**src/rtl/mc_ctrl_fsm.sv**
```systemverilog
// Multi-cycle RV32I sequencing controller: Moore FSM with ALU-control and immediate-type decode.
// Compile macro MC_CTRL_ILLEGAL_HALT_EN: undefined opcodes halt the core and raise a sticky flag.
module mc_ctrl_fsm (
  input  logic       clk,
  input  logic       rst,
  input  logic [6:0] opcode,
  input  logic [2:0] funct3,
  input  logic       funct7_5,
  input  logic       zeroFlag,
  output logic       PCWrite,
  output logic       RegWrite,
  output logic       MemWrite,
  output logic       IRWrite,
  output logic [1:0] ResultSrc,
  output logic [1:0] ALUSrcA,
  output logic [1:0] ALUSrcB,
  output logic       AdrSrc,
  output logic [2:0] ALUControl,
  output logic [2:0] immSrc,
  output logic [3:0] state_dbg,
  output logic       illegal
);

  typedef enum logic [3:0] {
    S_RST_IDLE = 4'd0,
    S_FETCH    = 4'd1,
    S_DECODE   = 4'd2,
    S_MEMADR   = 4'd3,
    S_MEMREAD  = 4'd4,
    S_MEMWB    = 4'd5,
    S_MEMWRITE = 4'd6,
    S_EXECR    = 4'd7,
    S_EXECI    = 4'd8,
    S_ALUWB    = 4'd9,
    S_BEQ      = 4'd10,
    S_JAL      = 4'd11,
    S_HALT     = 4'd12
  } state_t;

  typedef enum logic [1:0] {
    AOP_ADD   = 2'd0,
    AOP_SUB   = 2'd1,
    AOP_FUNCT = 2'd2
  } alu_op_t;

  localparam logic [6:0] OP_LW   = 7'b0000011;
  localparam logic [6:0] OP_SW   = 7'b0100011;
  localparam logic [6:0] OP_R    = 7'b0110011;
  localparam logic [6:0] OP_I    = 7'b0010011;
  localparam logic [6:0] OP_BEQ  = 7'b1100011;
  localparam logic [6:0] OP_JAL  = 7'b1101111;

  localparam logic [2:0] ALU_ADD = 3'b000;
  localparam logic [2:0] ALU_SUB = 3'b001;
  localparam logic [2:0] ALU_AND = 3'b010;
  localparam logic [2:0] ALU_OR  = 3'b011;
  localparam logic [2:0] ALU_SLT = 3'b101;

  localparam logic [1:0] SRCA_PC    = 2'b00;
  localparam logic [1:0] SRCA_OLDPC = 2'b01;
  localparam logic [1:0] SRCA_RD1   = 2'b10;
  localparam logic [1:0] SRCB_RD2   = 2'b00;
  localparam logic [1:0] SRCB_IMM   = 2'b01;
  localparam logic [1:0] SRCB_FOUR  = 2'b10;
  localparam logic [1:0] RES_ALUOUT = 2'b00;
  localparam logic [1:0] RES_DATA   = 2'b01;
  localparam logic [1:0] RES_ALURES = 2'b10;

  state_t  state;
  state_t  state_next;
  alu_op_t alu_op;
  logic [2:0] funct_ctrl;

  always_ff @(posedge clk or posedge rst) begin
    if (rst) state <= S_RST_IDLE;
    else     state <= state_next;
  end

  always_comb begin
    state_next = state;
    case (state)
      S_RST_IDLE: state_next = S_FETCH;
      S_FETCH:    state_next = S_DECODE;
      S_DECODE: begin
        case (opcode)
          OP_LW, OP_SW: state_next = S_MEMADR;
          OP_R:         state_next = S_EXECR;
          OP_I:         state_next = S_EXECI;
          OP_BEQ:       state_next = S_BEQ;
          OP_JAL:       state_next = S_JAL;
`ifdef MC_CTRL_ILLEGAL_HALT_EN
          default:      state_next = S_HALT;
`else
          default:      state_next = S_FETCH;
`endif
        endcase
      end
      S_MEMADR:   state_next = (opcode == OP_LW) ? S_MEMREAD : S_MEMWRITE;
      S_MEMREAD:  state_next = S_MEMWB;
      S_MEMWB:    state_next = S_FETCH;
      S_MEMWRITE: state_next = S_FETCH;
      S_EXECR:    state_next = S_ALUWB;
      S_EXECI:    state_next = S_ALUWB;
      S_ALUWB:    state_next = S_FETCH;
      S_BEQ:      state_next = S_FETCH;
      // jal writes rd = OldPC+4 through the common ALU writeback state
      S_JAL:      state_next = S_ALUWB;
      S_HALT:     state_next = S_HALT;
      default:    state_next = S_RST_IDLE;
    endcase
  end

  always_comb begin
    PCWrite   = 1'b0;
    RegWrite  = 1'b0;
    MemWrite  = 1'b0;
    IRWrite   = 1'b0;
    ResultSrc = RES_ALUOUT;
    ALUSrcA   = SRCA_PC;
    ALUSrcB   = SRCB_RD2;
    AdrSrc    = 1'b0;
    alu_op    = AOP_ADD;
    case (state)
      S_FETCH: begin
        IRWrite   = 1'b1;
        PCWrite   = 1'b1;
        ALUSrcA   = SRCA_PC;
        ALUSrcB   = SRCB_FOUR;
        ResultSrc = RES_ALURES;
      end
      S_DECODE: begin
        ALUSrcA = SRCA_OLDPC;
        ALUSrcB = SRCB_IMM;
      end
      S_MEMADR: begin
        ALUSrcA = SRCA_RD1;
        ALUSrcB = SRCB_IMM;
      end
      S_MEMREAD: begin
        ResultSrc = RES_ALUOUT;
        AdrSrc    = 1'b1;
      end
      S_MEMWB: begin
        ResultSrc = RES_DATA;
        RegWrite  = 1'b1;
      end
      S_MEMWRITE: begin
        ResultSrc = RES_ALUOUT;
        AdrSrc    = 1'b1;
        MemWrite  = 1'b1;
      end
      S_EXECR: begin
        ALUSrcA = SRCA_RD1;
        ALUSrcB = SRCB_RD2;
        alu_op  = AOP_FUNCT;
      end
      S_EXECI: begin
        ALUSrcA = SRCA_RD1;
        ALUSrcB = SRCB_IMM;
        alu_op  = AOP_FUNCT;
      end
      S_ALUWB: begin
        ResultSrc = RES_ALUOUT;
        RegWrite  = 1'b1;
      end
      // Only Mealy term: branch taken resolves from the live ALU zero flag
      S_BEQ: begin
        ALUSrcA   = SRCA_RD1;
        ALUSrcB   = SRCB_RD2;
        alu_op    = AOP_SUB;
        ResultSrc = RES_ALUOUT;
        PCWrite   = zeroFlag;
      end
      S_JAL: begin
        ALUSrcA   = SRCA_OLDPC;
        ALUSrcB   = SRCB_FOUR;
        ResultSrc = RES_ALUOUT;
        PCWrite   = 1'b1;
      end
      default: ;
    endcase
  end

  always_comb begin
    funct_ctrl = ALU_ADD;
    case (funct3)
      3'b000:  funct_ctrl = (opcode[5] & funct7_5) ? ALU_SUB : ALU_ADD;
      3'b010:  funct_ctrl = ALU_SLT;
      3'b110:  funct_ctrl = ALU_OR;
      3'b111:  funct_ctrl = ALU_AND;
      default: funct_ctrl = ALU_ADD;
    endcase
  end

  always_comb begin
    ALUControl = ALU_ADD;
    case (alu_op)
      AOP_SUB:   ALUControl = ALU_SUB;
      AOP_FUNCT: ALUControl = funct_ctrl;
      default:   ALUControl = ALU_ADD;
    endcase
  end

  // Immediate type follows the opcode in every state except the all-zero idle/halt states
  always_comb begin
    immSrc = 3'b000;
    if (state != S_RST_IDLE && state != S_HALT) begin
      case (opcode)
        OP_SW:   immSrc = 3'b001;
        OP_BEQ:  immSrc = 3'b010;
        OP_JAL:  immSrc = 3'b011;
        default: immSrc = 3'b000;
      endcase
    end
  end

  assign state_dbg = state;

`ifdef MC_CTRL_ILLEGAL_HALT_EN
  logic illegal_q;

  always_ff @(posedge clk or posedge rst) begin
    if (rst)                          illegal_q <= 1'b0;
    else if (state_next == S_HALT)    illegal_q <= 1'b1;
  end

  assign illegal = illegal_q;
`else
  assign illegal = 1'b0;
`endif

endmodule

```
**config.mk**
```make
export PLATFORM = sky130hd
export DESIGN_NAME = mc_ctrl_fsm
export DESIGN_NICKNAME = d
export VERILOG_FILES = /design/src/rtl/mc_ctrl_fsm.sv
export SDC_FILE = /design/constraint.sdc
export NUM_CORES = 1
export LEC_CHECK = 0
export BUFFER_PORTS_ARGS = -buffer_cell sky130_fd_sc_hd__buf_2
export CAP_MARGIN = 20
export CORE_MARGIN = 2
export CORE_UTILIZATION = 35
export DETAILED_ROUTE_END_ITERATION = 10
export MAX_ROUTING_LAYER = met4
export PLACE_DENSITY = 0.73
export SYNTH_ARGS = -nofsm -noshare
export SYNTH_HDL_FRONTEND = slang
export SYNTH_SLANG_ARGS = --single-unit
```
**constraint.sdc**
```tcl
create_clock -name clk -period 3.8 [get_ports clk]
set_input_delay 0.19 -clock clk [delete_from_list [all_inputs] [get_ports clk]]
set_output_delay 0.19 -clock clk [all_outputs]
set_load 0.03 [all_outputs]
```
* After elaboration in Yosys (flattened, before gate mapping)
Index checks and enable logic that the tools add are counted.
Operators by class: add/subtract/negate cells 0, $mul 0, divide/modulo/power cells 0, magnitude comparators 0, eq/ne operators 24, shifts and indexed selects 0, mux-type cells 17, bitwise gates (word level) 1, reduce and logical (&&, ||, !) cells 14
Operators with widths (count):
- 4-bit case mux with 7 select lines | 1
- 4-bit == test (second input constant) | 5
- 4-bit case mux with 5 select lines | 1
- 4-bit by 3-bit == test with 1-bit output (second input constant) | 4
- 2-bit case mux with 2 select lines | 4
- 7-bit by 6-bit == test with 1-bit output (second input constant) | 2
- 7-bit == test (second input constant) | 2
- 3-bit case mux with 4 select lines | 1
- 2-bit OR reduction | 6
- 4-bit by 2-bit == test with 1-bit output (second input constant) | 2
- 7-bit by 2-bit == test with 1-bit output (second input constant) | 1
- 7-bit by 5-bit == test with 1-bit output (second input constant) | 1
- 3-bit == test (second input constant) | 2
- 2-bit case mux with 3 select lines | 1
- 3-bit case mux with 2 select lines | 1
- 3-bit OR reduction | 2
- 1-bit two-way mux | 5
- 5-bit OR reduction | 1
- 4-bit by 1-bit == test with 1-bit output (second input constant) | 1
- 4-bit zero test | 1
- 2-bit two-way mux | 2
- 4-bit inequality test (second input constant) | 1
- 4-bit nonzero test | 1
- 4-bit OR reduction | 1
- 7 further kinds | 7
Word-level totals: register bits 4, bits in latches 0, memory bits (writable) 0, ROM bits 0, bits of input ports 14, output and inout port bits 22, memories kept 0

* Longest topological paths before layout
Gate-level depths: netlist (run 1).
word-level depth 5, mapped depth 8, gate-level depth less buffers 7

* Worst setup path after synthesis (run 1)
No wires, ideal clock.
path kind reg-to-output, start register state[1] (netlist: state_dbg[1]), end output ALUControl[2], arrival 2.461 ns, setup slack 1.149 ns, cell stages (with the launch flop) 7, buffers on the path 1, path through dfrtp_1 buf_4 or2b_1 nor2_1 inv_1 ha_1 nor4bb_1
On the way: longest elaborated chain between the ends 5, elaborated cells on any way between the ends 8, classes of those cells eq/ne (5); mux (2); reduce/logical (1)
Ends and longest elaborated chain:
- start: declaration | RTL line 69 | state_t state;
- start signal: assignment | RTL line 76 | else state <= state_next;
- 4-bit == test / 4-bit by 3-bit == test with 1-bit output (equally long branches) | RTL line 123 | case (state)
- 2-bit OR reduction (no source line)
- 2-bit case mux with 2 select lines * | RTL line 123
- 2-bit == test / 2-bit by 1-bit == test with 1-bit output (equally long branches) | RTL line 197 | case (alu_op)
- 3-bit case mux with 2 select lines * | RTL line 197
- end: declaration | RTL line 18 | output logic [2:0] ALUControl,
Mark *: on every way between the ends. The rest lies on a longest branch, timed or not.

* Worst setup path in the final report (run 1)
start register state[3] (netlist: state_dbg[3]), end output ALUControl[2]
Same word-level chain as after synthesis.

==> results of run 1 <==
routing by layer:
metal	vias to the layer above	routed length (um)	share of wire (%)	global-route usage, %
li1	347	-	-	-
met3	2	102	7.1	4.76
met1	279	673	47	20.0
met4	0	14	0.97	3.43
met5	-	0	0	-
met2	27	654	45	21.9
where the power goes:
group | switching [W] | leakage [nW] | total (W) | internal, W
registers | 0.0000674 | 0.0502 | 0.000130 | 0.0000623
logic | 0.000307 | 0.373 | 0.000474 | 0.000168
clock network | 0.0000198 | 0.0138 | 0.0000553 | 0.0000355
critical path, stage by stage, from the launching register on:
cell and delay, ns:
dfrtp_1 0.64, nand2b_1 0.15, nor2_1 0.21, inv_1 0.07, ha_1 0.32, nor4bb_1 0.26, buf_2 0.24
cell usage in the layout, fill, tap and decap left out, types with 2 or more instances in the layout:
cell type / count
conb_1: 2
inv_1: 6
o311ai_1: 3
nand2_1: 3
nor2_1: 12
or2b_1: 2
and4b_1: 3
xor2_1: 2
o31ai_1: 2
o21ai_0: 2
clkbuf_4: 3
buf_2: 33
nor2b_1: 3
ha_1: 2
nor3_1: 3
and2_1: 2
dfrtp_1: 4
nand2b_1: 3
xnor2_1: 2
a21o_1: 2
layout make-up:
type / count / area share (%)
sequential: 4 / 12.6
inverter: 6 / 2.83
multi-input combinational: 65 / 57.1
timing repair buffer: 34 / 22.0
tap: 17 / 2.67
clock buffer: 3 / 2.83
synthesized netlist by cell type (2+ instances only):
| cell type | count |
|---|---|
| buf_4 | 4 |
| xnor2_1 | 2 |
| nand2b_1 | 3 |
| and4b_1 | 3 |
| nor2_1 | 12 |
| nor3_1 | 3 |
| and2_1 | 2 |
| nand2_1 | 3 |
| o21ai_0 | 2 |
| or2b_1 | 2 |
| a21o_1 | 2 |
| inv_1 | 6 |
| o311ai_1 | 3 |
| o31ai_1 | 2 |
| buf_2 | 3 |
| dfrtp_1 | 4 |
| ha_1 | 2 |
| nor2b_1 | 3 |
| xor2_1 | 2 |
per-stage QoR:
step | power (W) | area (sq um) | instances | setup WS, ns
floorplan | 0.000505 | 622 | 82 | 1.15
global placement | 0.000599 | 763 | 125 | 1.79
detailed placement | 0.000605 | 763 | 125 | 1.73
CTS | 0.000664 | 796 | 129 | 1.47
global route | 0.000719 | 796 | 129 | 1.24
finish | 0.000660 | 796 | 129 | 1.47
how the worst min path moves through the flow:
stage                   endpoint  slack [ns]  cells past startpoint
finish              state_dbg[3]        0.30                      3
global route        state_dbg[3]        0.32                      3
CTS                 state_dbg[3]        0.29                      3
detailed placement  state_dbg[2]        0.08                      2
global placement    state_dbg[2]        0.07                      2
floorplan           state_dbg[0]       -0.04                      1
logic make-up after synthesis:
kind of cell	count (synthesis)	share of synthesized area (%)
simple gates	42	44.3
xor+xnor	4	5.67
mux	1	1.62
other cells	1	0.607
buf+inv	13	10.9
fa+ha+maj	2	4.05
flops	4	16.2
compound gates	14	16.6
==> impl_metrics.json, run 1 <==
{
  "die_w_um": 46.0,
  "tns_ns": 0,
  "grt_max_degree": 17,
  "grt_pass1_wl_mm": 2.26,
  "routed_wl_mm": 1.44,
  "overflow": 0,
  "synth_area_leaders": "dfrtp_1 (16%), nor2_1 (7.3%), and4b_1 (4.9%)",
  "cts_made_buffers": 3,
  "synth_seq_area_share_pct": 16.2,
  "num_io_pins": 36,
  "hold_viol": 0,
  "seq_area_sq_um": 100,
  "dieHeight_um": 46.0,
  "vias": 655,
  "cts_tree": "done",
  "synthesis.instances": 81,
  "cp_max_fo": 16,
  "crit_start": "state_dbg[3]",
  "initial_core_util_pct": 36.6,
  "syn_area_sq_um": 618,
  "cap_violations": 0,
  "synth_ff_type": "dfrtp_1",
  "core-area_sq_um": 1690,
  "rows": 15,
  "wl_per_cell_um": 11.2,
  "ctsResizeCount": 0,
  "dr.pass1.iters": 4,
  "syn_area_per_cell_sq_um": 7.63,
  "synth_cell_types": 37,
  "synth_top_area_share_pct": 16.2,
  "place.gp.congestion": 0.738,
  "clkTransAtPathRegs_ns": 0.04,
  "reg2reg_depth": 3,
  "largest_reg_flops": 4,
  "period_minus_slack_ns": 2.33,
  "antenna_found_initial": 0,
  "worstSetupStartpointType": "register",
  "postCtsSetupBuffers": 0,
  "drt_iter0_markers": 15,
  "crit_end": "ALUControl[2]",
  "rsz0062_at_grt": "no",
  "worstSetupPathType": "reg2out",
  "maxSlewViolCount": 0,
  "yosysWarnings": 0,
  "r2r_end": "state_dbg[3]",
  "root_buffer": "clkbuf_4",
  "synth_seq_cells": 4,
  "area_delta_synth_final_pct": 28.7,
  "synth_edf_count": 0,
  "port_buffers": 33,
  "worst_hold_slack_ns": 0.300,
  "die-area_sq_um": 2120,
  "postRouteAntennaNets": 0,
  "fin_skew_ns": 0.00359,
  "cts_buffer_depth": 2,
  "grt_usage_pct": 15.0,
  "setup_viol": 0,
  "drive_gt1_share_pct": 33.9,
  "hp-start": "opcode[4]",
  "cts_num_sinks": 4,
  "endpoint_kind": "output port",
  "final_util_pct": 47.1,
  "multi_input_area_sq_um": 454,
  "holdBufCountCts": 1,
  "hold_class": "in2reg",
  "clock_latency_ns": 0.24,
  "n_antenna_cell": 0,
  "synth_area_leader_cell": "dfrtp_1",
  "peakVddDrop_mv": 0.268,
  "leakage_nw": 0.437,
  "grt_pass1_vias": 523,
  "n_fill_cell": 173,
  "routed_via_density": 5.08,
  "h-tree-depth": 1,
  "reg2reg_from": "state_dbg[3]",
  "p_per_area_nw_per_um2": 829,
  "max_freq_mhz": 429,
  "cp.required_ns": 3.61,
  "drc_errors": 0,
  "regToRegSetupSlack_ns": 2.22,
  "synthArstFlopShare_pct": 100,
  "cp.arrival_ns": 2.14,
  "outcome": "finished, final reports clean",
  "nNetsFinal": 130,
  "finalCritPeriodShare_pct": 61.3
}
Note: power is estimated with default switching activity, not from simulation.
==> run 2, diff against run 1 <==
clock period = 2.3 ns   (was 3.8 ns; I/O delays follow)
==> impl_metrics.json, run 2 (synthesis gave the netlist of run 1 again) <==
{
  "hold_viol": 0,
  "leakage_nw": 0.451,
  "drive_gt1_share_pct": 39.1,
  "vias": 690,
  "worstSetupPathType": "reg2out",
  "cap_violations": 0,
  "fin_skew_ns": 0.00561,
  "maxSlewViolCount": 0,
  "setup_viol": 0,
  "worstSetupStartpointType": "register",
  "cp_top_family": "simple AND/OR/NAND/NOR gates",
  "routed_via_density": 5.23,
  "antenna_found_initial": 0,
  "place.gp.congestion": 0.812,
  "grt_pass1_vias": 579,
  "routed_wl_mm": 1.49,
  "dp.cells": 128,
  "max_freq_mhz": 472,
  "cts_made_buffers": 3,
  "overflow": 0,
  "clkTransAtPathRegs_ns": 0.04,
  "rows": 15,
  "die_w_um": 46.0,
  "hpwl_mm": 1.21,
  "outcome": "finished, final reports clean",
  "area_delta_synth_final_pct": 34.8,
  "regToRegSetupSlack_ns": 0.65,
  "wl_per_cell_um": 11.3,
  "num_io_pins": 36,
  "reg2reg_depth": 4,
  "period_minus_slack_ns": 2.12,
  "drc_errors": 0,
  "layout_commonest_cell": "buf_2",
  "r2r_end": "state_dbg[1]",
  "fin_cells": 132,
  "cts_num_sinks": 4,
  "root_buffer": "clkbuf_4",
  "port_buffers": 33,
  "tns_ns": 0,
  "grt_pass1_wl_mm": 2.50,
  "cp_max_fo": 10,
  "min_delay_path_depth": 3,
  "nNetsFinal": 133,
  "die-area_sq_um": 2120,
  "n_antenna_cell": 0,
  "cp.required_ns": 2.18,
  "endpoint_kind": "output port",
  "critPathMaxStageDelay_ns": 0.47,
  "cp.arrival_ns": 2.00,
  "hp-start": "opcode[4]",
  "dieHeight_um": 46.0,
  "p_per_area_nw_per_um2": 1360,
  "postRouteAntennaNets": 0,
  "cp_num_buf_inv": 2,
  "peakVddDrop_mv": 0.369,
  "clock_latency_ns": 0.23,
  "initial_core_util_pct": 36.6,
  "postCtsSetupBuffers": 0,
  "cts_buffer_depth": 2,
  "p_total_w": 0.00114,
  "worst_hold_slack_ns": 0.242,
  "grt_usage_pct": 15.8,
  "reg2reg_from": "state_dbg[3]",
  "holdPathEnd": "state_dbg[3]",
  "h-tree-depth": 1,
  "dr.pass1.iters": 4,
  "grt_max_degree": 12,
  "rsz0062_at_grt": "no",
  "largest_reg_flops": 4,
  "finalCritPeriodShare_pct": 92.2,
  "cts_tree": "done",
  "worstPathCellList": "or2b_1 -> nor2_2 -> inv_1 -> ha_1 -> nor4bb_2 -> buf_4",
  "slowest_stage": "dfrtp_1",
  "core-area_sq_um": 1690,
  "final_cell_mix": "buf_2 (32), nor2_1 (10), inv_1 (6)",
  "drt_iter0_markers": 9,
  "hold_class": "in2reg"
}
[run 2: cell count changes in the layout (fill, tap and decap cells not counted), sizes merged]
cell  previous run  this run
buf             33        36
[run 2: worst max path at each step]
stage / startpoint / to / slack [ns] / cells past startpoint
finish: state_dbg[0] / ALUControl[2] / 0.18 / 6
global route: state_dbg[0] / ALUControl[2] / 0.02 / 6
CTS: state_dbg[1] / ALUControl[2] / 0.05 / 6
detailed placement: state_dbg[1] / ALUControl[2] / 0.31 / 6
global placement: state_dbg[1] / ALUControl[2] / 0.38 / 6
floorplan: state_dbg[1] / ALUControl[2] / 0.02 / 6
[run 2: layout make-up]
| type | count | area, sq um |
|---|---|---|
| multi-input cells | 65 | 465 |
| inverters | 6 | 22.5 |
| well taps | 17 | 21.3 |
| flip-flops and latches | 4 | 101 |
| clock buffers | 3 | 22.5 |
| repair buffers | 37 | 200 |
| fillers | 172 | 856 |
[run 2: layer usage]
| layer | part of all wire [%] | GRT usage (%) | wire length (um) |
|---|---|---|---|
| met5 | 0 | - | 0 |
| met4 | 0 | 1.71 | 0 |
| met3 | 7.6 | 2.38 | 113 |
| met2 | 45 | 24.4 | 678 |
| met1 | 47 | 22.1 | 700 |
[run 2: through the flow]
step / utilization [%] / worst slack (ns) / cell area, sq um
after detailed placement: 46.9 / 0.306 / 792
after global routing: 49.3 / 0.0155 / 833
after floorplan: - / 0.0198 / 628
after global placement: 46.9 / 0.382 / 792
after CTS: 48.8 / 0.0532 / 825
final: 49.3 / 0.180 / 833
[run 2: power breakdown]
part	switching, W	internal, W	total [W]
clock	0.0000260	0.0000582	0.0000842
combinational	0.000556	0.000309	0.000864
sequential	0.0000815	0.000106	0.000187
total	0.000663	0.000473	0.00114
[run 2: worst register-to-register path: cells and delay by family (launching register included)]
| kind | cells | cell delay, ns |
|---|---|---|
| compound gates | 1 | 0.11 |
| buf+inv | 1 | 0.22 |
| simple gates | 2 | 0.74 |
| flops | 1 | 0.47 |
[run 2: timing repair]
item,in CTS,in global routing
endpoints found under the setup margin,0,3
hold buffers,1,0
hold endpoints to repair,4,0
resized for setup,0,4
==> run 3, diff against run 2 <==
CORE_MARGIN = 5   (was 2)
PLACE_DENSITY = 0.75   (was 0.73)
==> impl_metrics.json, run 3 (synthesis gave the netlist of run 1 again) <==
{
  "outcome": "finished, final reports clean",
  "hold_class": "in2reg",
  "n_antenna_cell": 0,
  "root_buffer": "clkbuf_4",
  "reg2reg_from": "state_dbg[3]",
  "fin_cells": 140,
  "port_buffers": 33,
  "crit_start": "state_dbg[0]",
  "maxSlewViolCount": 0,
  "reg2reg_depth": 4,
  "cts_made_buffers": 3,
  "postRouteAntennaNets": 0,
  "period_minus_slack_ns": 2.13,
  "routed_via_density": 4.91,
  "routed_wl_mm": 1.61,
  "overflow": 0,
  "layout_commonest_cell": "buf_2",
  "cts_buffer_depth": 2,
  "dp.cells": 136,
  "finalCritPeriodShare_pct": 92.7,
  "cp.arrival_ns": 2.02,
  "seqPwrFrac_pct": 15.7,
  "worstSetupStartpointType": "register",
  "grt_pass1_vias": 582,
  "worstSetupPathType": "reg2out",
  "cap_violations": 0,
  "hp-start": "opcode[4]",
  "die-area_sq_um": 2710,
  "rows": 15,
  "cp.required_ns": 2.18,
  "p_per_area_nw_per_um2": 1360,
  "slowest_stage": "dfrtp_1",
  "place.gp.congestion": 0.870,
  "cts_num_sinks": 4,
  "die_w_um": 52.0,
  "cp_max_fo": 9,
  "endpoint_kind": "output port",
  "holdPathEnd": "state_dbg[3]",
  "vias": 688,
  "hold_viol": 0,
  "grt_pass1_wl_mm": 2.43,
  "r2r_end": "state_dbg[3]",
  "setup_viol": 0,
  "postCtsSetupBuffers": 0,
  "max_freq_mhz": 469,
  "drc_errors": 0,
  "num_io_pins": 36,
  "critPathMaxStageDelay_ns": 0.45,
  "leakage_nw": 0.452,
  "min_delay_path_depth": 3,
  "final_cell_mix": "buf_2 (33), nor2_1 (12), inv_1 (6)",
  "grt_usage_pct": 12.4,
  "worstPathCellList": "or2b_1 -> nor2_1 -> inv_1 -> ha_1 -> nor4bb_2 -> buf_2",
  "nNetsFinal": 133,
  "regToRegSetupSlack_ns": 0.65,
  "fin_skew_ns": 0.00195,
  "core-area_sq_um": 1710,
  "p_sw_w": 0.000667,
  "area_delta_synth_final_pct": 35.2,
  "grt_max_degree": 12,
  "h-tree-depth": 1,
  "dieHeight_um": 52.0,
  "clkTransAtPathRegs_ns": 0.04,
  "clock_latency_ns": 0.24,
  "largest_reg_flops": 4,
  "tns_ns": 0,
  "hpwl_mm": 1.33,
  "comb_power_share_pct": 76.6,
  "switching_share_pct": 58.6,
  "drive_gt1_share_pct": 37.4,
  "dr.pass1.iters": 4,
  "p_int_w": 0.000471,
  "rsz0062_at_grt": "no",
  "clock_power_share_pct": 7.7,
  "drt_iter0_markers": 20,
  "antenna_found_initial": 0,
  "initial_core_util_pct": 36.2,
  "cts_tree": "done",
  "peakVddDrop_mv": 0.435,
  "wl_per_cell_um": 11.5
}
-- run 3: cell type report --
class | instances | area (sq um)
Inverter | 6 | 22.5
Clock buffer | 3 | 22.5
Timing Repair Buffer | 37 | 198
Sequential cell | 4 | 101
Multi-Input combinational cell | 65 | 460
Fill cell | 173 | 872
Tap cell | 25 | 31.3
-- run 3: power groups by stage --
stage / logic, W / clock network, W / registers, W
4_1_cts: 0.000878 / 0.0000911 / 0.000174
2_1_floorplan: 0.000640 / 0 / 0.000198
6_report: 0.000872 / 0.0000879 / 0.000179
3_5_place_dp: 0.000873 / 0 / 0.000177
5_1_grt: 0.000935 / 0.0000908 / 0.000188
3_3_place_gp: 0.000866 / 0 / 0.000171
-- run 3: what timing repair did --
| item | CTS | global route |
|---|---|---|
| endpoints found under the setup margin | 0 | 1 |
| endpoints found under the hold margin | 4 | 0 |
| resized for setup | 0 | 1 |
| hold buffers | 1 | 0 |
-- run 3: how the worst max path moves through the flow --
stage                                to  slack (ns)  cells past startpoint
final                     ALUControl[2]        0.17                      6
after CTS                 ALUControl[2]        0.10                      6
after global placement    ALUControl[2]        0.40                      6
after global routing      ALUControl[2]        0.03                      6
after detailed placement  ALUControl[2]        0.36                      6
after floorplan           ALUControl[2]        0.02                      6
-- run 3: stage by stage --
stage / setup WS [ns] / cell area, sq um / hold WS [ns] / util [%] / total power [W]
3_3_place_gp: 0.401 / 802 / -0.00130 / 47.0 / 0.00104
2_1_floorplan: 0.0198 / 628 / -0.119 / - / 0.000837
3_5_place_dp: 0.361 / 802 / -0.00300 / 47.0 / 0.00105
4_1_cts: 0.101 / 835 / 0.222 / 48.9 / 0.00114
5_1_grt: 0.0252 / 836 / 0.246 / 48.9 / 0.00121
6_report: 0.168 / 836 / 0.229 / 48.9 / 0.00114
-- run 3: routing by layer --
layer | routed length, um | GRT usage (%) | vias to the layer above
met5 | 0 | - | -
met1 | 681 | 15.6 | 310
met4 | 20 | 7.86 | 0
met2 | 801 | 19.5 | 27
li1 | - | - | 349
met3 | 111 | 0.287 | 2
-- run 3: critical path, delay by kind of cell (launching register included) --
kind / cells / cell delay [ns]
and+or+nand+nor: 3 / 0.70
adders and majority gates: 1 / 0.33
buffers and inverters: 2 / 0.30
DFF: 1 / 0.45
